==> src/rtl/uart_cmd_initiator_if.sv <==
`default_nettype none
// ============================================================================
// Module      : uart_cmd_initiator_if
// Description : Bundles the local request/response handshake and the
//               byte-level UART TX/RX signals of the command initiator.
//                 master : initiator view (drives frames and responses)
//                 slave  : environment view (request logic, TX FIFO, RX)
//               Signals:
//                 req_valid_p/req_ready_p/req_write_p/req_adrs_p/req_wr_data_p
//                   local request handshake
//                 tx_byte_p/tx_byte_valid_p/tx_byte_ready_p
//                   byte stream towards the TX FIFO write side
//                 rx_byte_p/rx_byte_valid_p
//                   received-byte strobe from the RX stage
//                 rsp_data_p/rsp_valid_p/rsp_timeout_p/busy_p
//                   read response and status back to request logic
// Revision    : 1.0 - initial release
// ============================================================================
interface uart_cmd_initiator_if;
  logic        req_valid_p;
  logic        req_write_p;
  logic [15:0] req_adrs_p;
  logic [15:0] req_wr_data_p;
  logic        req_ready_p;
  logic [7:0]  tx_byte_p;
  logic        tx_byte_valid_p;
  logic        tx_byte_ready_p;
  logic [7:0]  rx_byte_p;
  logic        rx_byte_valid_p;
  logic [15:0] rsp_data_p;
  logic        rsp_valid_p;
  logic        rsp_timeout_p;
  logic        busy_p;

  modport master (
    input  req_valid_p, req_write_p, req_adrs_p, req_wr_data_p,
    input  tx_byte_ready_p, rx_byte_p, rx_byte_valid_p,
    output req_ready_p, tx_byte_p, tx_byte_valid_p,
    output rsp_data_p, rsp_valid_p, rsp_timeout_p, busy_p
  );

  modport slave (
    output req_valid_p, req_write_p, req_adrs_p, req_wr_data_p,
    output tx_byte_ready_p, rx_byte_p, rx_byte_valid_p,
    input  req_ready_p, tx_byte_p, tx_byte_valid_p,
    input  rsp_data_p, rsp_valid_p, rsp_timeout_p, busy_p
  );
endinterface
`default_nettype wire

==> src/rtl/uart_cmd_initiator.sv <==
`default_nettype none
// ============================================================================
// Module      : uart_cmd_initiator
// Description : Requester end of the UART memory-map protocol. Builds the
//               frame 0x01, cmd (0x02 read / 0x03 write), adrs MSB, adrs LSB
//               [, wdata MSB, wdata LSB] and, for reads, collects the two
//               response bytes into a 16-bit word with a response timeout.
// Ports       : clk210_p  - system clock, rising edge
//               reset_n_p - asynchronous active-low reset
//               bus       - uart_cmd_initiator_if.master (request, TX bytes,
//                           RX strobe, response and status)
// Parameters  : TIMEOUT_CYCLES - cycles from acceptance of the last frame
//               byte until the second response byte must have arrived
// Revision    : 1.0 - initial release
// ============================================================================
module uart_cmd_initiator #(
  parameter logic [23:0] TIMEOUT_CYCLES = 24'd2_100_000
) (
  input  logic                        clk210_p,
  input  logic                        reset_n_p,
  uart_cmd_initiator_if.master        bus
);

  localparam logic [23:0] C_TO_LAST = TIMEOUT_CYCLES - 24'd1;
  localparam logic [7:0]  C_START   = 8'h01;
  localparam logic [7:0]  C_CMD_RD  = 8'h02;
  localparam logic [7:0]  C_CMD_WR  = 8'h03;

  typedef enum logic [3:0] {
    IDLE           = 4'd0,
    SEND_START     = 4'd1,
    SEND_CMD       = 4'd2,
    SEND_ADRS_MSB  = 4'd3,
    SEND_ADRS_LSB  = 4'd4,
    SEND_WDATA_MSB = 4'd5,
    SEND_WDATA_LSB = 4'd6,
    WAIT_RSP_MSB   = 4'd7,
    WAIT_RSP_LSB   = 4'd8,
    DONE           = 4'd9
  } state_t;

  state_t      state_q,       state_d;
  logic        write_q,       write_d;
  logic [15:0] adrs_q,        adrs_d;
  logic [15:0] wdata_q,       wdata_d;
  logic [7:0]  tx_byte_q,     tx_byte_d;
  logic        tx_valid_q,    tx_valid_d;
  logic [7:0]  rsp_msb_q,     rsp_msb_d;
  logic [15:0] rsp_data_q,    rsp_data_d;
  logic        rsp_valid_q,   rsp_valid_d;
  logic        rsp_timeout_q, rsp_timeout_d;
  logic        req_ready_q,   req_ready_d;
  logic        busy_q,        busy_d;
  logic [23:0] cnt_q,         cnt_d;

  logic        w_tx_xfer;
  logic        w_expired;
  logic [23:0] w_cnt_inc;

  assign w_tx_xfer = tx_valid_q & bus.tx_byte_ready_p;
  // ">=" rather than "==": a byte that wins the race against expiry in
  // WAIT_RSP_MSB moves on with the counter already past the last cycle, and
  // the second byte must still be bounded by the same deadline.
  assign w_expired = (cnt_q >= C_TO_LAST);
  assign w_cnt_inc = (cnt_q == 24'hFF_FFFF) ? cnt_q : cnt_q + 24'd1;

  always_comb begin
    state_d       = state_q;
    write_d       = write_q;
    adrs_d        = adrs_q;
    wdata_d       = wdata_q;
    tx_byte_d     = tx_byte_q;
    tx_valid_d    = tx_valid_q;
    rsp_msb_d     = rsp_msb_q;
    rsp_data_d    = rsp_data_q;
    rsp_valid_d   = 1'b0;
    rsp_timeout_d = 1'b0;
    cnt_d         = cnt_q;

    case (state_q)
      IDLE: begin
        cnt_d = 24'd0;
        if (bus.req_valid_p && req_ready_q) begin
          write_d    = bus.req_write_p;
          adrs_d     = bus.req_adrs_p;
          wdata_d    = bus.req_wr_data_p;
          tx_byte_d  = C_START;
          tx_valid_d = 1'b1;
          state_d    = SEND_START;
        end
      end

      // Each send state holds its byte until the TX stage takes it, then
      // loads the next byte in the same edge so bytes can go back-to-back.
      SEND_START: begin
        if (w_tx_xfer) begin
          tx_byte_d = write_q ? C_CMD_WR : C_CMD_RD;
          state_d   = SEND_CMD;
        end
      end

      SEND_CMD: begin
        if (w_tx_xfer) begin
          tx_byte_d = adrs_q[15:8];
          state_d   = SEND_ADRS_MSB;
        end
      end

      SEND_ADRS_MSB: begin
        if (w_tx_xfer) begin
          tx_byte_d = adrs_q[7:0];
          state_d   = SEND_ADRS_LSB;
        end
      end

      SEND_ADRS_LSB: begin
        if (w_tx_xfer) begin
          if (write_q) begin
            tx_byte_d = wdata_q[15:8];
            state_d   = SEND_WDATA_MSB;
          end else begin
            tx_valid_d = 1'b0;
            cnt_d      = 24'd0;
            state_d    = WAIT_RSP_MSB;
          end
        end
      end

      SEND_WDATA_MSB: begin
        if (w_tx_xfer) begin
          tx_byte_d = wdata_q[7:0];
          state_d   = SEND_WDATA_LSB;
        end
      end

      // Writes are not acknowledged by the responder.
      SEND_WDATA_LSB: begin
        if (w_tx_xfer) begin
          tx_valid_d = 1'b0;
          state_d    = IDLE;
        end
      end

      // A strobe in the expiry cycle takes priority over the timeout.
      WAIT_RSP_MSB: begin
        if (bus.rx_byte_valid_p) begin
          rsp_msb_d = bus.rx_byte_p;
          cnt_d     = w_cnt_inc;
          state_d   = WAIT_RSP_LSB;
        end else if (w_expired) begin
          rsp_timeout_d = 1'b1;
          cnt_d         = 24'd0;
          state_d       = IDLE;
        end else begin
          cnt_d = w_cnt_inc;
        end
      end

      WAIT_RSP_LSB: begin
        if (bus.rx_byte_valid_p) begin
          rsp_data_d  = {rsp_msb_q, bus.rx_byte_p};
          rsp_valid_d = 1'b1;
          cnt_d       = 24'd0;
          state_d     = DONE;
        end else if (w_expired) begin
          rsp_timeout_d = 1'b1;
          cnt_d         = 24'd0;
          state_d       = IDLE;
        end else begin
          cnt_d = w_cnt_inc;
        end
      end

      // rsp_valid_p is high during this state; it was set on entry.
      DONE: begin
        state_d = IDLE;
      end

      default: begin
        tx_valid_d = 1'b0;
        cnt_d      = 24'd0;
        state_d    = IDLE;
      end
    endcase

    req_ready_d = (state_d == IDLE);
    busy_d      = (state_d != IDLE);
  end

  always_ff @(posedge clk210_p or negedge reset_n_p) begin
    if (!reset_n_p) begin
      state_q       <= IDLE;
      write_q       <= 1'b0;
      adrs_q        <= 16'd0;
      wdata_q       <= 16'd0;
      tx_byte_q     <= 8'd0;
      tx_valid_q    <= 1'b0;
      rsp_msb_q     <= 8'd0;
      rsp_data_q    <= 16'd0;
      rsp_valid_q   <= 1'b0;
      rsp_timeout_q <= 1'b0;
      req_ready_q   <= 1'b1;
      busy_q        <= 1'b0;
      cnt_q         <= 24'd0;
    end else begin
      state_q       <= state_d;
      write_q       <= write_d;
      adrs_q        <= adrs_d;
      wdata_q       <= wdata_d;
      tx_byte_q     <= tx_byte_d;
      tx_valid_q    <= tx_valid_d;
      rsp_msb_q     <= rsp_msb_d;
      rsp_data_q    <= rsp_data_d;
      rsp_valid_q   <= rsp_valid_d;
      rsp_timeout_q <= rsp_timeout_d;
      req_ready_q   <= req_ready_d;
      busy_q        <= busy_d;
      cnt_q         <= cnt_d;
    end
  end

  assign bus.req_ready_p     = req_ready_q;
  assign bus.tx_byte_p       = tx_byte_q;
  assign bus.tx_byte_valid_p = tx_valid_q;
  assign bus.rsp_data_p      = rsp_data_q;
  assign bus.rsp_valid_p     = rsp_valid_q;
  assign bus.rsp_timeout_p   = rsp_timeout_q;
  assign bus.busy_p          = busy_q;

endmodule
`default_nettype wire

==> src/flat_wrapper.sv <==
// flat-port wrapper written by rule: the top's interface ports become plain ports
module uart_cmd_initiator_flat 
#(
  parameter logic [23:0] TIMEOUT_CYCLES = 24'd2_100_000
)
  (clk210_p, reset_n_p, bus_req_valid_p, bus_req_write_p, bus_req_adrs_p, bus_req_wr_data_p, bus_tx_byte_ready_p, bus_rx_byte_p, bus_rx_byte_valid_p, bus_req_ready_p, bus_tx_byte_p, bus_tx_byte_valid_p, bus_rsp_data_p, bus_rsp_valid_p, bus_rsp_timeout_p, bus_busy_p);
  uart_cmd_initiator_if bus_i ();
  input  logic clk210_p;
  input  logic reset_n_p;
  input wire logic [$bits(bus_i.req_valid_p)-1:0] bus_req_valid_p;
  input wire logic [$bits(bus_i.req_write_p)-1:0] bus_req_write_p;
  input wire logic [$bits(bus_i.req_adrs_p)-1:0] bus_req_adrs_p;
  input wire logic [$bits(bus_i.req_wr_data_p)-1:0] bus_req_wr_data_p;
  input wire logic [$bits(bus_i.tx_byte_ready_p)-1:0] bus_tx_byte_ready_p;
  input wire logic [$bits(bus_i.rx_byte_p)-1:0] bus_rx_byte_p;
  input wire logic [$bits(bus_i.rx_byte_valid_p)-1:0] bus_rx_byte_valid_p;
  output wire logic [$bits(bus_i.req_ready_p)-1:0] bus_req_ready_p;
  output wire logic [$bits(bus_i.tx_byte_p)-1:0] bus_tx_byte_p;
  output wire logic [$bits(bus_i.tx_byte_valid_p)-1:0] bus_tx_byte_valid_p;
  output wire logic [$bits(bus_i.rsp_data_p)-1:0] bus_rsp_data_p;
  output wire logic [$bits(bus_i.rsp_valid_p)-1:0] bus_rsp_valid_p;
  output wire logic [$bits(bus_i.rsp_timeout_p)-1:0] bus_rsp_timeout_p;
  output wire logic [$bits(bus_i.busy_p)-1:0] bus_busy_p;
  assign bus_i.req_valid_p = bus_req_valid_p;
  assign bus_i.req_write_p = bus_req_write_p;
  assign bus_i.req_adrs_p = bus_req_adrs_p;
  assign bus_i.req_wr_data_p = bus_req_wr_data_p;
  assign bus_i.tx_byte_ready_p = bus_tx_byte_ready_p;
  assign bus_i.rx_byte_p = bus_rx_byte_p;
  assign bus_i.rx_byte_valid_p = bus_rx_byte_valid_p;
  assign bus_req_ready_p = bus_i.req_ready_p;
  assign bus_tx_byte_p = bus_i.tx_byte_p;
  assign bus_tx_byte_valid_p = bus_i.tx_byte_valid_p;
  assign bus_rsp_data_p = bus_i.rsp_data_p;
  assign bus_rsp_valid_p = bus_i.rsp_valid_p;
  assign bus_rsp_timeout_p = bus_i.rsp_timeout_p;
  assign bus_busy_p = bus_i.busy_p;
  uart_cmd_initiator #(.TIMEOUT_CYCLES(TIMEOUT_CYCLES)) u_core (.clk210_p(clk210_p), .reset_n_p(reset_n_p), .bus(bus_i));
endmodule
==> config.mk <==
export PLATFORM = sky130hd
export DESIGN_NAME = uart_cmd_initiator_flat
export DESIGN_NICKNAME = d
export VERILOG_FILES = /design/src/rtl/uart_cmd_initiator_if.sv /design/src/rtl/uart_cmd_initiator.sv /design/src/flat_wrapper.sv
export SDC_FILE = /design/constraint.sdc
export NUM_CORES = 1
export LEC_CHECK = 0
export ABC_AREA = 1
export BUFFER_PORTS_ARGS = -buffer_cell sky130_fd_sc_hd__buf_2
export CAP_MARGIN = 20
export CELL_PAD_IN_SITES_DETAIL_PLACEMENT = 1
export CELL_PAD_IN_SITES_GLOBAL_PLACEMENT = 2
export CORE_ASPECT_RATIO = 0.75
export CORE_MARGIN = 1
export CORE_UTILIZATION = 30
export DETAILED_ROUTE_END_ITERATION = 8
export PLACE_DENSITY = 0.8
export SETUP_SLACK_MARGIN = 0.02
export SLEW_MARGIN = 40
export SYNTH_ARGS = -nofsm -noshare
export SYNTH_HDL_FRONTEND = slang
export SYNTH_SLANG_ARGS = --single-unit
==> constraint.sdc <==
create_clock -name clk210_p -period 1.65 [get_ports clk210_p]
set_input_delay 0.0825 -clock clk210_p [delete_from_list [all_inputs] [get_ports clk210_p]]
set_output_delay 0.0825 -clock clk210_p [all_outputs]
set_load 0.03 [all_outputs]
# Word level (Yosys, flattened, before mapping)
# Cells that the tools add are included.
dict set report word_totals {
  register_bits 98
  inputBits 46
  out_inout_bits 29
  word_cells 89
}
dict set report classes {
  add_sub_neg 1
  magnitude_cmp 1
  n_eq_ne 19
  muxes 38
  bitwise_logic 3
  n_reduce_logical 14
}
# operator count
set ops {}
lappend ops {{24-bit two-way mux} 6}
lappend ops {{24-bit one-hot mux with 4 select lines} 1}
lappend ops {{8-bit two-way mux} 7}
lappend ops {{8-bit one-hot mux with 6 select lines} 1}
lappend ops {{4-bit two-way mux} 10}
lappend ops {{4-bit one-hot mux with 9 select lines} 1}
lappend ops {{24-bit by 1-bit adder with 24-bit output (second input constant)} 1}
lappend ops {{24-bit equality test (second input constant)} 1}
lappend ops {{24-bit by 22-bit greater-or-equal comparator with 1-bit output (second input constant)} 1}
lappend ops {{4-bit by 3-bit equality test with 1-bit output (second input constant)} 4}
lappend ops {{2-bit by 1-bit inequality test with 1-bit output (second input constant)} 8}
lappend ops {{1-bit two-way mux} 10}
lappend ops {{4-bit by 2-bit equality test with 1-bit output (second input constant)} 2}
lappend ops {{4-bit equality test (second input constant)} 2}
lappend ops {{4-bit zero test} 2}
lappend ops {{8-bit AND reduction} 1}
lappend ops {{7-bit OR reduction} 1}
lappend ops {{2-bit AND reduction} 3}
lappend ops {{6-bit nonzero test} 1}
lappend ops {{6-bit OR reduction} 1}
lappend ops {{5-bit AND reduction} 1}
lappend ops {{4-bit by 1-bit equality test with 1-bit output (second input constant)} 1}
lappend ops {{1-bit one-hot mux with 4 select lines} 1}
lappend ops {{4-bit nonzero test} 1}
lappend ops {{other kinds (7)} 8}

# Logic depth before layout (Yosys ltp)
# Gate-level depths: netlist (run 1).
dict set report depth {
  depth_word 5
  depth_mapped 12
  depth_no_buf 12
}

# Least setup slack after synthesis (run 1)
# OpenSTA, ideal clock, no wires.
dict set report synth_timing {
  path_kind {flip-flop to flip-flop}
  startpoint {reg u_core.tx_valid_q (netlist: u_core.bus.tx_byte_valid_p)}
  endpoint {reg u_core.cnt_q[21]}
  setup_ns 0.121
  arrival_ns 1.641
  required_time_ns 1.529
  slack_ns -0.112
  stages_incl_launch_ff 9
  n_path_buf 1
  period_less_slack_ns 1.762
  path_cell_list {dfrtp_1 -> nand2_1 -> o21ai_4 -> nand3_2 -> nor2_8 -> inv_8 -> a21oi_4 -> buf_12 -> nor2_2}
}
dict set report synth_via {
  elab_chain_cells 3
}
# element line_no
set synth_lines {}
lappend synth_lines {{start: declaration} uart_cmd_initiator.sv:47} ;# logic tx_valid_q, tx_valid_d;
lappend synth_lines {{start signal: assignment} uart_cmd_initiator.sv:211} ;# tx_valid_q <= tx_valid_d;
lappend synth_lines {{1-bit AND} uart_cmd_initiator.sv:60} ;# assign w_tx_xfer = tx_valid_q & bus.tx_byte_ready_p;
lappend synth_lines {{2-bit by 1-bit inequality test with 1-bit output (no line)} --}
lappend synth_lines {{3-bit AND reduction (no line)} --}
lappend synth_lines {{end signal: assignment} uart_cmd_initiator.sv:218} ;# cnt_q <= cnt_d;
lappend synth_lines {{end: declaration} uart_cmd_initiator.sv:54} ;# logic [23:0] cnt_q, cnt_d;
# Every way passes these cells.
# A chain may end at the register's enable or synchronous reset.

# Final worst setup path (run 1)
dict set report layout_timing {
  startpoint {reg u_core.cnt_q[18]}
  endpoint {reg u_core.cnt_q[21]}
}
dict set report layout_via {
  elab_chain_cells 5
  word_cells_on_any_way 8
  cone_classes {add/sub: 1; order compare: 1; eq/ne: 1; mux: 5}
}
# element line_no
set layout_lines {}
lappend layout_lines {{24-bit by 1-bit adder with 24-bit output or 24-bit equality test (tied branches)} uart_cmd_initiator.sv:65} ;# assign w_cnt_inc = (cnt_q == 24'hFF_FFFF) ? cnt_q : cnt_q + 24'd1;
lappend layout_lines {{24-bit two-way mux} uart_cmd_initiator.sv:65}
lappend layout_lines {{24-bit two-way mux} {uart_cmd_initiator.sv:150, uart_cmd_initiator.sv:165}}
lappend layout_lines {{24-bit two-way mux, on equally long branches} {uart_cmd_initiator.sv:160, uart_cmd_initiator.sv:146}}
lappend layout_lines {{24-bit one-hot mux with 4 select lines *} uart_cmd_initiator.sv:80} ;# case (state_q)
# Every way passes the cells marked *; elsewhere a longest branch is shown, timed or not.

==> out/qor.yml, run 1 <==
crit_chain: "buf_6, nand4_1, nor2_1, buf_4, nand3_4, buf_12, nand3_2, nand2_1, o21ai_1, nor2_2"
grt_max_degree: 45
wire_per_inst_microns: 18.36
detail_route.vias_per_cell: 4.971
syn_area_sq_mm: 0.005111
synthToLayoutAreaGrowth_pct: 62.50
boundaryPins: 75
synth_top_area_frac: 0.4749
skew_ps: 4.860
finalCoreUtilization: 0.5090
clk_pin_slew_ps: 80
syn_nets: 721
synthTopCellsByArea: "dfrtp_1 47%, nand2_1 20%, inv_1 4.6%"
final_nets: 967
cts_tree: "built"
cp-startpoint: "u_core.cnt_q[18]"
num_antenna_cells: 0
finalSetupViolations: 35
core-area_sq_mm: 0.01632
start_util: 0.3133
post-dp-hpwl_microns: 12430
path_buf_inv: 3
violations: "design-rule violations, negative hold slack, negative setup slack"
die-area_sq_mm: 0.01757
worstPathRequired_ps: 1900
drive_gt1_frac: 0.4119
cp-start-kind: "register"
drt-initial-drc-count: 253
worstHoldStart: "bus_rx_byte_p[4]"
routabilityCongestion: 0.9021
antenna_found_initial: 0
worstReg2RegStart: "u_core.cnt_q[18]"
drc_errors: 4
ys_seq_elements: 98
final_cells: 1135
rsz0062_at_grt: "true"
placed_cell_area_sq_mm: 0.006445
clkSinkCount: 98
holdWs_ps: -0.9498
clock_latency_ps: 360
worstPathMaxFanout: 5
clk_root_buffer_cell: "clkbuf_16"
p_per_area_mw_per_mm2: 1433
die_w_microns: 152.7
fmax_mhz: 525.0
grt-ovfl-total: 0
numCtsBuffers: 9
yosys_warnings: 0
fp.dieH_microns: 115.0
rows: 40
numPortBuffers: 74
syn_area_per_cell_sq_um: 7.583
yosysTopAreaCell: "dfrtp_1"
slowest_delay_ps: 450
critPathArrivalTime_ps: 2160
ys_types: 40
min_path_type: "in2reg"
finalHoldViolations: 1
final_area_sq_mm: 0.008305
place_inst: 1031
fill_cells: 1940
grtUsageTotal: 0.2234
max_slew_margin: 0.7551
critical_path_class: "reg2reg"
worst_pin_slew_ps: 367.4
drv_slew: 0
h-tree-depth: 3
synthCells: 674
end_kind: "register"
fin_total_pwr_mw: 11.90
total_leakage_power_nw: 4.173
slowest_stage: "dfrtp_2"
grt_pass1_vias: 5969
routed_wl_microns: 20840
final_antenna_net_count: 0
grt_pass1_wl_microns: 30330
critical_path.top_delay_family: "simple AND/OR/NAND/NOR gates"
min_period_ps: 1905
ys_seq_area_frac: 0.4800
drtPass1Iterations: 6
cts_buffer_depth: 2
fin_crit_sh: 1.154
via_count: 5642
vdd_drop_max_mv: 0.6692
maxCapViolCount: 0
setup_ws_ps: -254.7
status: "complete, but fails checks"
[flip-flops by register name (all words and copies together), names as in the netlist]
register                    count
u_core.cnt_q                   24
u_core.adrs_q                  16
u_core.bus.rsp_data_p          16
u_core.wdata_q                 16
u_core.bus.tx_byte_p            8
u_core.rsp_msb_q                8
u_core.state_q                  4
u_core.bus.busy_p               1
u_core.bus.req_ready_p          1
u_core.bus.rsp_timeout_p        1
u_core.bus.rsp_valid_p          1
u_core.bus.tx_byte_valid_p      1
u_core.write_q                  1
[kinds of logic after synthesis]
kind of cell / count (synthesis) / share of synthesized area
fa+ha+maj: 1 / 0.002448
flops: 98 / 0.4801
xor+xnor: 5 / 0.008568
simple gates: 416 / 0.3576
compound gates: 67 / 0.07956
buf+inv: 87 / 0.07172
[worst register-to-register path, delay by kind of cell, from the launching register on]
family	cells	cell delay, ps
compound gates	1	120
simple gates	6	710
flops	1	450
buf+inv	3	520
[through the flow]
stage / setup TNS (ps) / hold WS, ps / setup WS [ps]
after global routing: -7313 / 9.981 / -319.5
after detailed placement: -6950 / 20.44 / -369.2
after CTS: -2112 / 1.244 / -131.9
after global placement: -3608 / 5.284 / -166.4
final: -4634 / -0.9498 / -254.7
after floorplan: 0 / -213.1 / 10.16
[final cells by class]
type	instances	area (sq um)	share of cell area
clock buffer	9	225.2	0.02712
clock inverter	7	93.84	0.01130
timing repair inverter	1	8.758	0.001055
timing repair buffer	247	2073	0.2496
sequential	98	2466	0.2969
inverter	72	312.8	0.03766
tap	210	262.8	0.03164
multi-input combinational	491	2863	0.3447
[cells in the mapped netlist]
cell and number:
nor2_4 3, dfstp_2 1, nand4_1 21, a21oi_1 4
o31ai_1 1, o21bai_1 3, nand3_1 34, o2111ai_1 3
nor2_2 14, a21oi_4 1, dfrtp_1 97, inv_4 2
nor3_1 3, buf_12 1, o21ai_0 41, buf_2 3
ha_1 1, o22ai_1 2, nand4_4 1, nor2_1 59
nand2_1 266, nand3b_1 2, o21a_1 1, o21ai_4 1
nor2_8 1, inv_1 62, inv_2 6, xor2_1 5
nand2_2 3, clkbuf_1 10, inv_8 1, a211oi_1 2
a22oi_1 1, o211ai_1 6, nand3_2 3, nor3_2 2
nand2_4 4, clkinv_1 1, o21ai_1 1, buf_6 1
[final timing paths]
kind                                             end  slack, ps  depth (start not counted)
setup / recovery                    u_core.cnt_q[21]       -250                         10
hold reg to reg            u_core.bus.rsp_data_p[11]        480                          2
max in group asynchronous           u_core.cnt_q[10]        910                          3
setup reg to reg                    u_core.cnt_q[21]       -250                         10
min in group asynchronous        u_core.rsp_msb_q[3]        160                          2
hold / removal                   u_core.rsp_msb_q[4]       -0.9                          3
[cells in the final DEF (no fill, tap or decap), types with 3 or more instances in the layout]
cell type / n
nor2_4: 23
o21bai_1: 3
dlygate4sd3_1: 38
buf_4: 92
buf_6: 29
inv_8: 5
nand2_2: 28
nand2_4: 17
buf_2: 73
a21oi_1: 3
nor2_1: 31
clkbuf_16: 13
nand3_1: 23
dfrtp_1: 87
nand4_1: 21
nand3_2: 10
o21ai_2: 6
nand2_1: 228
inv_4: 3
o21ai_1: 11
dfrtp_2: 10
inv_1: 55
buf_12: 9
o211ai_1: 6
nor3_1: 3
inv_2: 8
nand3_4: 4
nor2_2: 22
xor2_1: 3
o21ai_0: 24
[layer usage]
metal	vias to the layer above	global-route usage	routed length [microns]
met4	0	0.07609	541
met2	154	0.3590	9788
met1	2805	0.2996	9567
li1	2636	-	-
met5	-	0	0
met3	47	0.04975	943
[power by group]
| part | switching [mW] | internal [mW] |
|---|---|---|
| logic | 3.59 | 2.50 |
| registers | 0.454 | 3.05 |
| clock network | 1.08 | 1.23 |
| total | 5.13 | 6.77 |
[what timing repair did]
item | 4_1_cts | 5_1_grt
hold buffers | 38 | 0
buffers inserted | 23 | 23
gates cloned | 4 | 5
pin swaps | 15 | 62
endpoints found under the hold margin | 130 | 0
endpoints found under the setup margin | 60 | 89
resized for setup | 71 | 145
(Power assumes the default switching activity.)
==> run 2, diff against run 1 <==
--- a/config.mk
+++ b/config.mk
@@ -14,7 +14,7 @@
 export CORE_MARGIN = 1
 export CORE_UTILIZATION = 30
 export DETAILED_ROUTE_END_ITERATION = 8
-export PLACE_DENSITY = 0.8
+export PLACE_DENSITY = 0.77
 export SETUP_SLACK_MARGIN = 0.02
 export SLEW_MARGIN = 40
 export SYNTH_ARGS = -nofsm -noshare
==> out/qor.yml, run 2 (same netlist as run 1, synthesis figures left out) <==
numPortBuffers: 74  # unchanged
cp-start-kind: "register"
drtPass1Iterations: 8  # +2
fmax_mhz: 541.2  # +3.1%
rows: 40  # unchanged
final_cells: 1118  # -1.5%
dr_wl_met3_microns: 665  # -29%
end_kind: "register"
finalSetupViolations: 32  # -8.6%
violations: "negative hold slack, negative setup slack"
final_nets: 950  # -1.8%
holdWs_ps: -11.96  # -11.01 ps
min_path_type: "in2reg"
final_cell_mix: "226 x nand2_1, 94 x buf_4, 87 x dfrtp_1, 73 x buf_2, 56 x inv_1"
largest_reg_flops: 24  # unchanged
rsz0062_at_grt: "true"
worstPathRequired_ps: 1930  # +30 ps
final_antenna_net_count: 0  # unchanged
worstReg2RegStart: "u_core.state_q[2]"
grt_pass1_wl_microns: 27660  # -8.8%
final_common_cell: "nand2_1"
drv_slew: 0  # unchanged
detail_route.vias_per_cell: 4.813  # -3.2%
p_per_area_mw_per_mm2: 1400  # -2.3%
highest_layer: "met4"
met1_length_microns: 9567  # unchanged
worstHoldStart: "bus_req_adrs_p[2]"
min_period_ps: 1848  # -56.92 ps
antenna_found_initial: 0  # unchanged
worst_pin_slew_ps: 394.2  # +26.78 ps
boundaryPins: 75  # unchanged
core-area_sq_mm: 0.01632  # unchanged
grtUsageTotal: 0.2004  # -0.02296
wire_per_inst_microns: 17.70  # -3.6%
hold_depth: 3  # unchanged
total_leakage_power_nw: 3.949  # -5.4%
status: "complete, but fails checks"
num_antenna_cells: 0  # unchanged
fp.dieH_microns: 115.0  # unchanged
r2r_slack_ps: -200  # +60 ps
routabilityCongestion: 0.8564  # -5.1%
cp-startpoint: "u_core.state_q[2]"
skew_ps: 10.27  # +5.409 ps
synthToLayoutAreaGrowth_pct: 56.01
clkSinkCount: 98  # unchanged
max_slew_margin: 0.7372  # -0.01786
cell_internal_pwr_mw: 6.453  # -4.7%
critical_path_class: "reg2reg"
clk_root_buffer_cell: "clkbuf_16"
h-tree-depth: 3  # unchanged
worstPathMaxFanout: 6  # +1
power_frac_clock: 0.207  # +0.013
critPathArrivalTime_ps: 2130  # -30 ps
fin_crit_sh: 1.120  # -0.03449
die-area_sq_mm: 0.01757  # unchanged
power_frac_seq: 0.317  # +0.023
r2r_end: "u_core.cnt_q[12]"
numCtsBuffers: 9  # unchanged
p_comb_frac: 0.476  # -0.036
power_switching_mw: 4.711  # -8.2%
grt_pass1_vias: 5408  # -9.4%
worst_r2r_path_depth: 10  # unchanged
finalHoldViolations: 3  # +2
drive_gt1_frac: 0.3998  # -0.01211
grt-ovfl-total: 0  # unchanged
swShare: 0.4220  # -0.008899
start_util: 0.3133  # unchanged
drt-initial-drc-count: 297  # +17%
clk_pin_slew_ps: 80  # about the same
setup_ws_ps: -197.8  # +56.92 ps
place_inst: 1028  # -0.29%
post-dp-hpwl_microns: 12380  # -0.36%
top_register: "u_core.cnt_q"
cts_buffer_depth: 2  # unchanged
maxCapViolCount: 0  # unchanged
grt_max_degree: 32  # -29%
cts_tree: "built"
die_w_microns: 152.7  # unchanged
clock_latency_ps: 360  # about the same
vdd_drop_max_mv: 0.7048  # +5.3%
holdPathEnd: "u_core.adrs_q[2]"
drc_errors: 0  # -4
routed_wl_microns: 19790  # -5.0%
fill_cells: 1940  # unchanged
routed-wl-met2_microns: 9327  # -4.7%
via_count: 5381  # -4.6%
==> run 2: changes by cell type in the layout (fill, tap and decap cells not counted), sizes merged <==
cell | before | now
buf | 205 | 192
clkbuf | 13 | 15
clkinv | 4 | 3
clkinvlp | 2 | 3
dlygate4sd3 | 38 | 36
inv | 73 | 71
nand2 | 275 | 273
==> run 2: final cells by class <==
type                       instances  area [sq um]  share of cell area
clock buffer                      10         239.0             0.02997
clock inverter                     6         82.58             0.01036
inverter                          72         305.3             0.03829
multi-input combinational        489          2725              0.3418
sequential                        98          2466              0.3093
tap                              210         262.8             0.03295
timing repair buffer             233          1893              0.2374
==> run 2: worst max-delay path by stage <==
stage	to	depth (start not counted)
6_report	u_core.cnt_q[12]	10
3_3_place_gp	u_core.cnt_q[19]	9
3_5_place_dp	u_core.cnt_q[21]	10
2_1_floorplan	u_core.cnt_q[21]	11
5_1_grt	u_core.cnt_q[12]	11
4_1_cts	u_core.cnt_q[9]	12
==> run 2: metrics by stage <==
stage / utilization / power, mW / setup slack (ps) / cell area [sq um] / setup TNS [ps]
2_1_floorplan: - / 5.933 / 10.16 / 5157 / 0
3_3_place_gp: 0.3929 / 7.345 / -116.1 / 6410 / -1237
3_5_place_dp: 0.3929 / 7.513 / -150.5 / 6410 / -2598
4_1_cts: 0.4392 / 9.974 / -82.49 / 7166 / -1010
5_1_grt: 0.4887 / 11.79 / -256.0 / 7974 / -5709
6_report: 0.4887 / 11.16 / -197.8 / 7974 / -2964
==> run 2: per-layer routing <==
layer  track usage  vias up
li1              -     2599
met1        0.2847     2665
met2        0.3208      100
met3       0.03845       17
met4       0.03704        0
met5             0        -
==> run 2: worst max-delay path: stages (launching register included) <==
cell and delay (ps):
dfrtp_2 460, nand2_4 140, inv_4 70, nand2_1 140
nand3_2 160, nor2_8 240, nand2_8 110, buf_6 150
o21bai_1 120, nand2_1 70, nor2_1 110
==> run 2: what timing repair did <==
action | CTS | global route
pin swaps | 4 | 59
gates cloned | 0 | 7
setup buffers | 3 | 28
resized for setup | 21 | 151
hold endpoints to repair | 84 | 0
hold buffers | 36 | 0
endpoints found under the setup margin | 45 | 91
==> run 2: power groups by stage <==
stage / Sequential, mW / Combinational [mW] / Clock (mW)
2_1_floorplan: 3.68 / 2.25 / 0
3_3_place_gp: 3.56 / 3.78 / 0
3_5_place_dp: 3.60 / 3.92 / 0
4_1_cts: 3.56 / 4.07 / 2.34
5_1_grt: 3.60 / 5.73 / 2.46
6_report: 3.54 / 5.31 / 2.32
==> run 3, diff against run 2 <==
--- a/config.mk
+++ b/config.mk
@@ -5,16 +5,15 @@
 export SDC_FILE = /design/constraint.sdc
 export NUM_CORES = 1
 export LEC_CHECK = 0
-export ABC_AREA = 1
 export BUFFER_PORTS_ARGS = -buffer_cell sky130_fd_sc_hd__buf_2
 export CAP_MARGIN = 20
 export CELL_PAD_IN_SITES_DETAIL_PLACEMENT = 1
 export CELL_PAD_IN_SITES_GLOBAL_PLACEMENT = 2
 export CORE_ASPECT_RATIO = 0.75
 export CORE_MARGIN = 1
-export CORE_UTILIZATION = 30
+export CORE_UTILIZATION = 33
 export DETAILED_ROUTE_END_ITERATION = 8
-export PLACE_DENSITY = 0.77
+export PLACE_DENSITY = 0.75
 export SETUP_SLACK_MARGIN = 0.02
 export SLEW_MARGIN = 40
 export SYNTH_ARGS = -nofsm -noshare
==> out/qor.yml, run 3 <==
status: "complete, but fails checks"
violations: "design-rule violations, negative setup slack"
synth_top_family_by_area: "multiplexers"
worst_pin_slew_ps: 385.9  # -8.227 ps
grtUsageTotal: 0.2068  # +0.006407
numPortBuffers: 74  # unchanged
grt-ovfl-total: 0  # unchanged
yosys_warnings: 0  # unchanged
synthXorXnorAreaFrac: 0.03213  # +0.02356
fp.dieH_microns: 104.6  # -9.0%
skew_ps: 6.235  # -4.034 ps
place_inst: 727  # -29%
cts_buffer_depth: 2  # unchanged
synthToLayoutAreaGrowth_pct: 59.91
rsz0062_at_grt: "true"
die-area_sq_mm: 0.01453  # -17%
final_cell_mix: "91 x dfrtp_1, 88 x buf_4, 74 x buf_2, 42 x dlygate4sd3_1, 37 x mux2_2"
drc_errors: 8  # +8
drv_slew: 0  # unchanged
synthArstFlopShare: 1.000  # unchanged
routabilityCongestion: 0.7945  # -7.2%
max_slew_margin: 0.7407  # +0.003506
finalSetupViolations: 78  # +140%
synth_compound_area_frac: 0.09962  # +0.02006
clkSinkCount: 98  # unchanged
ys_seq_elements: 98  # unchanged
drtPass1Iterations: 6  # -2
synth_top_area_frac: 0.5238  # +0.04885
worstPathMaxFanout: 4  # -2
largest_reg_flops: 24  # unchanged
synth_most_common_cell: "dfrtp_1"
synthCells: 403  # -40%
start_util: 0.3382  # +0.02494
placed_cell_area_sq_mm: 0.005923  # -7.6%
syn_nets: 450  # -38%
die_w_microns: 138.8  # -9.1%
clock_latency_ps: 340  # -20 ps
num_antenna_cells: 0  # unchanged
final_area_sq_mm: 0.007411  # -7.1%
synth_edf_count: 0  # unchanged
total_leakage_power_nw: 3.482  # -12%
numCtsBuffers: 9  # unchanged
yosysTopAreaCell: "dfrtp_1"
finalHoldViolations: 0  # -3
grt_pass1_vias: 4651  # -14%
clk_pin_slew_ps: 70  # about the same
top_register: "u_core.cnt_q"
synthTopCellsByCount: "97 x dfrtp_1, 58 x mux2_2, 33 x nor2_1, 22 x nand3_1, 19 x a21oi_1"
core-area_sq_mm: 0.01370  # -16%
synth_flop_cell: "dfrtp_1"
critical_path_class: "reg2reg"
setup_ws_ps: -475.7  # -277.9 ps
ys_seq_area_frac: 0.5294  # +0.04938
final_cells: 806  # -28%
routed_wl_microns: 15240  # -23%
vdd_drop_max_mv: 0.5720  # -19%
cp-start-kind: "register"
boundaryPins: 75  # unchanged
wire_per_inst_microns: 18.91  # +6.8%
detail_route.vias_per_cell: 5.114  # +6.3%
final_common_cell: "dfrtp_1"
synth.area.mux_share: 0.1604  # +0.1604
syn_area_sq_mm: 0.004634  # -9.3%
grt_max_degree: 58  # +81%
p_per_area_mw_per_mm2: 1451  # +3.6%
h-tree-depth: 3  # unchanged
synthAdderAreaFrac: 0.002700  # +0.0002518
via_count: 4122  # -23%
clk_root_buffer_cell: "clkbuf_16"
rows: 37  # -7.5%
fin_crit_sh: 1.288  # +0.1684
post-dp-hpwl_microns: 9419  # -24%
min_period_ps: 2126  # +277.9 ps
worstPathRequired_ps: 1850  # -80 ps
drive_gt1_frac: 0.5341  # +0.1343
antenna_found_initial: 0  # unchanged
ys_types: 56  # +40%
syn_area_per_cell_sq_um: 11.50  # +52%
min_path_type: "in2reg"
end_kind: "register"
critPathArrivalTime_ps: 2330  # +200 ps
final_nets: 675  # -29%
grt_pass1_wl_microns: 23860  # -14%
drt-initial-drc-count: 129  # -57%
final_antenna_net_count: 0  # unchanged
fmax_mhz: 470.4  # -13%
maxCapViolCount: 0  # unchanged
cts_tree: "built"
synthTopCellsByArea: "dfrtp_1 52%, mux2_2 14%, xor2_1 2.8%"
synth-simple-area-share: 0.1539  # -0.2038
run 3: path summary, 6_finish.rpt:
kind                                           from                          to  slack [ps]  cells after the start
setup / recovery                    u_core.cnt_q[0]           u_core.bus.busy_p        -480                      7
hold / removal                      bus_req_valid_p  u_core.bus.tx_byte_valid_p          70                      3
setup reg to reg                    u_core.cnt_q[0]           u_core.bus.busy_p        -480                      7
hold reg to reg            u_core.bus.rsp_data_p[7]    u_core.bus.rsp_data_p[7]         500                      1
max in group asynchronous                 reset_n_p      u_core.bus.req_ready_p        1040                      3
min in group asynchronous                 reset_n_p  u_core.bus.tx_byte_valid_p         260                      3
run 3: timing repair:
action | in CTS | in global routing
buffers inserted | 11 | 9
hold endpoints to repair | 145 | 0
gates cloned | 3 | 3
hold buffers | 42 | 0
endpoints found under the setup margin | 79 | 79
resized for setup | 56 | 78
pin swaps | 8 | 32
run 3: kinds of logic after synthesis:
| family | count (synthesis) |
|---|---|
| buffers and inverters | 22 |
| AOI/OAI and AO/OA | 66 |
| muxes | 67 |
| and+or+nand+nor | 132 |
| DFF | 98 |
| xor gates and xnor gates | 17 |
| adders and majority gates | 1 |
run 3: routing by layer:
layer | part of all wire | wire length [microns] | GRT usage
met5 | 0 | 0 | 0
met1 | 0.45 | 6880 | 0.2623
met3 | 0.027 | 411 | 0.03712
met2 | 0.51 | 7808 | 0.3629
met4 | 0.0092 | 140 | 0.05397
run 3: critical path, cell delays in order (launching register included):
cell       delay, ps
dfrtp_1          400
ha_4             160
nand4_1          160
a2111oi_4        390
o32ai_4          170
nand2_2          110
o31ai_2           70
or4_1            530
run 3: where the power goes:
| part | internal (mW) | switching [mW] | total [mW] | leakage, nW |
|---|---|---|---|---|
| sequential | 3.13 | 0.472 | 3.60 | 1.27 |
| clock | 1.17 | 0.917 | 2.08 | 0.131 |
| combinational | 2.60 | 2.46 | 5.06 | 2.08 |
run 3: per-stage QoR:
stage	setup TNS, ps	utilization	worst slack [ps]	total power, mW	hold slack, ps
finish	-13650	0.5408	-475.7	10.75	65.13
global route	-20270	0.5408	-534.2	11.29	58.11
CTS	-12020	0.5111	-397.2	10.03	53.80
detailed placement	-14530	0.4323	-507.3	7.282	85.19
global placement	-9797	0.4323	-349.7	7.090	86.03
floorplan	-9448	-	-309.7	5.781	-213.1
run 3: final cells by class:
cell class,count,area (sq um)
well taps,175,219.0
repair buffers,233,1914
flip-flops and latches,98,2461
clock buffers,10,229.0
inverters,3,11.26
multi-input cells,283,2522
fillers,1459,6292
clock inverters,4,53.80
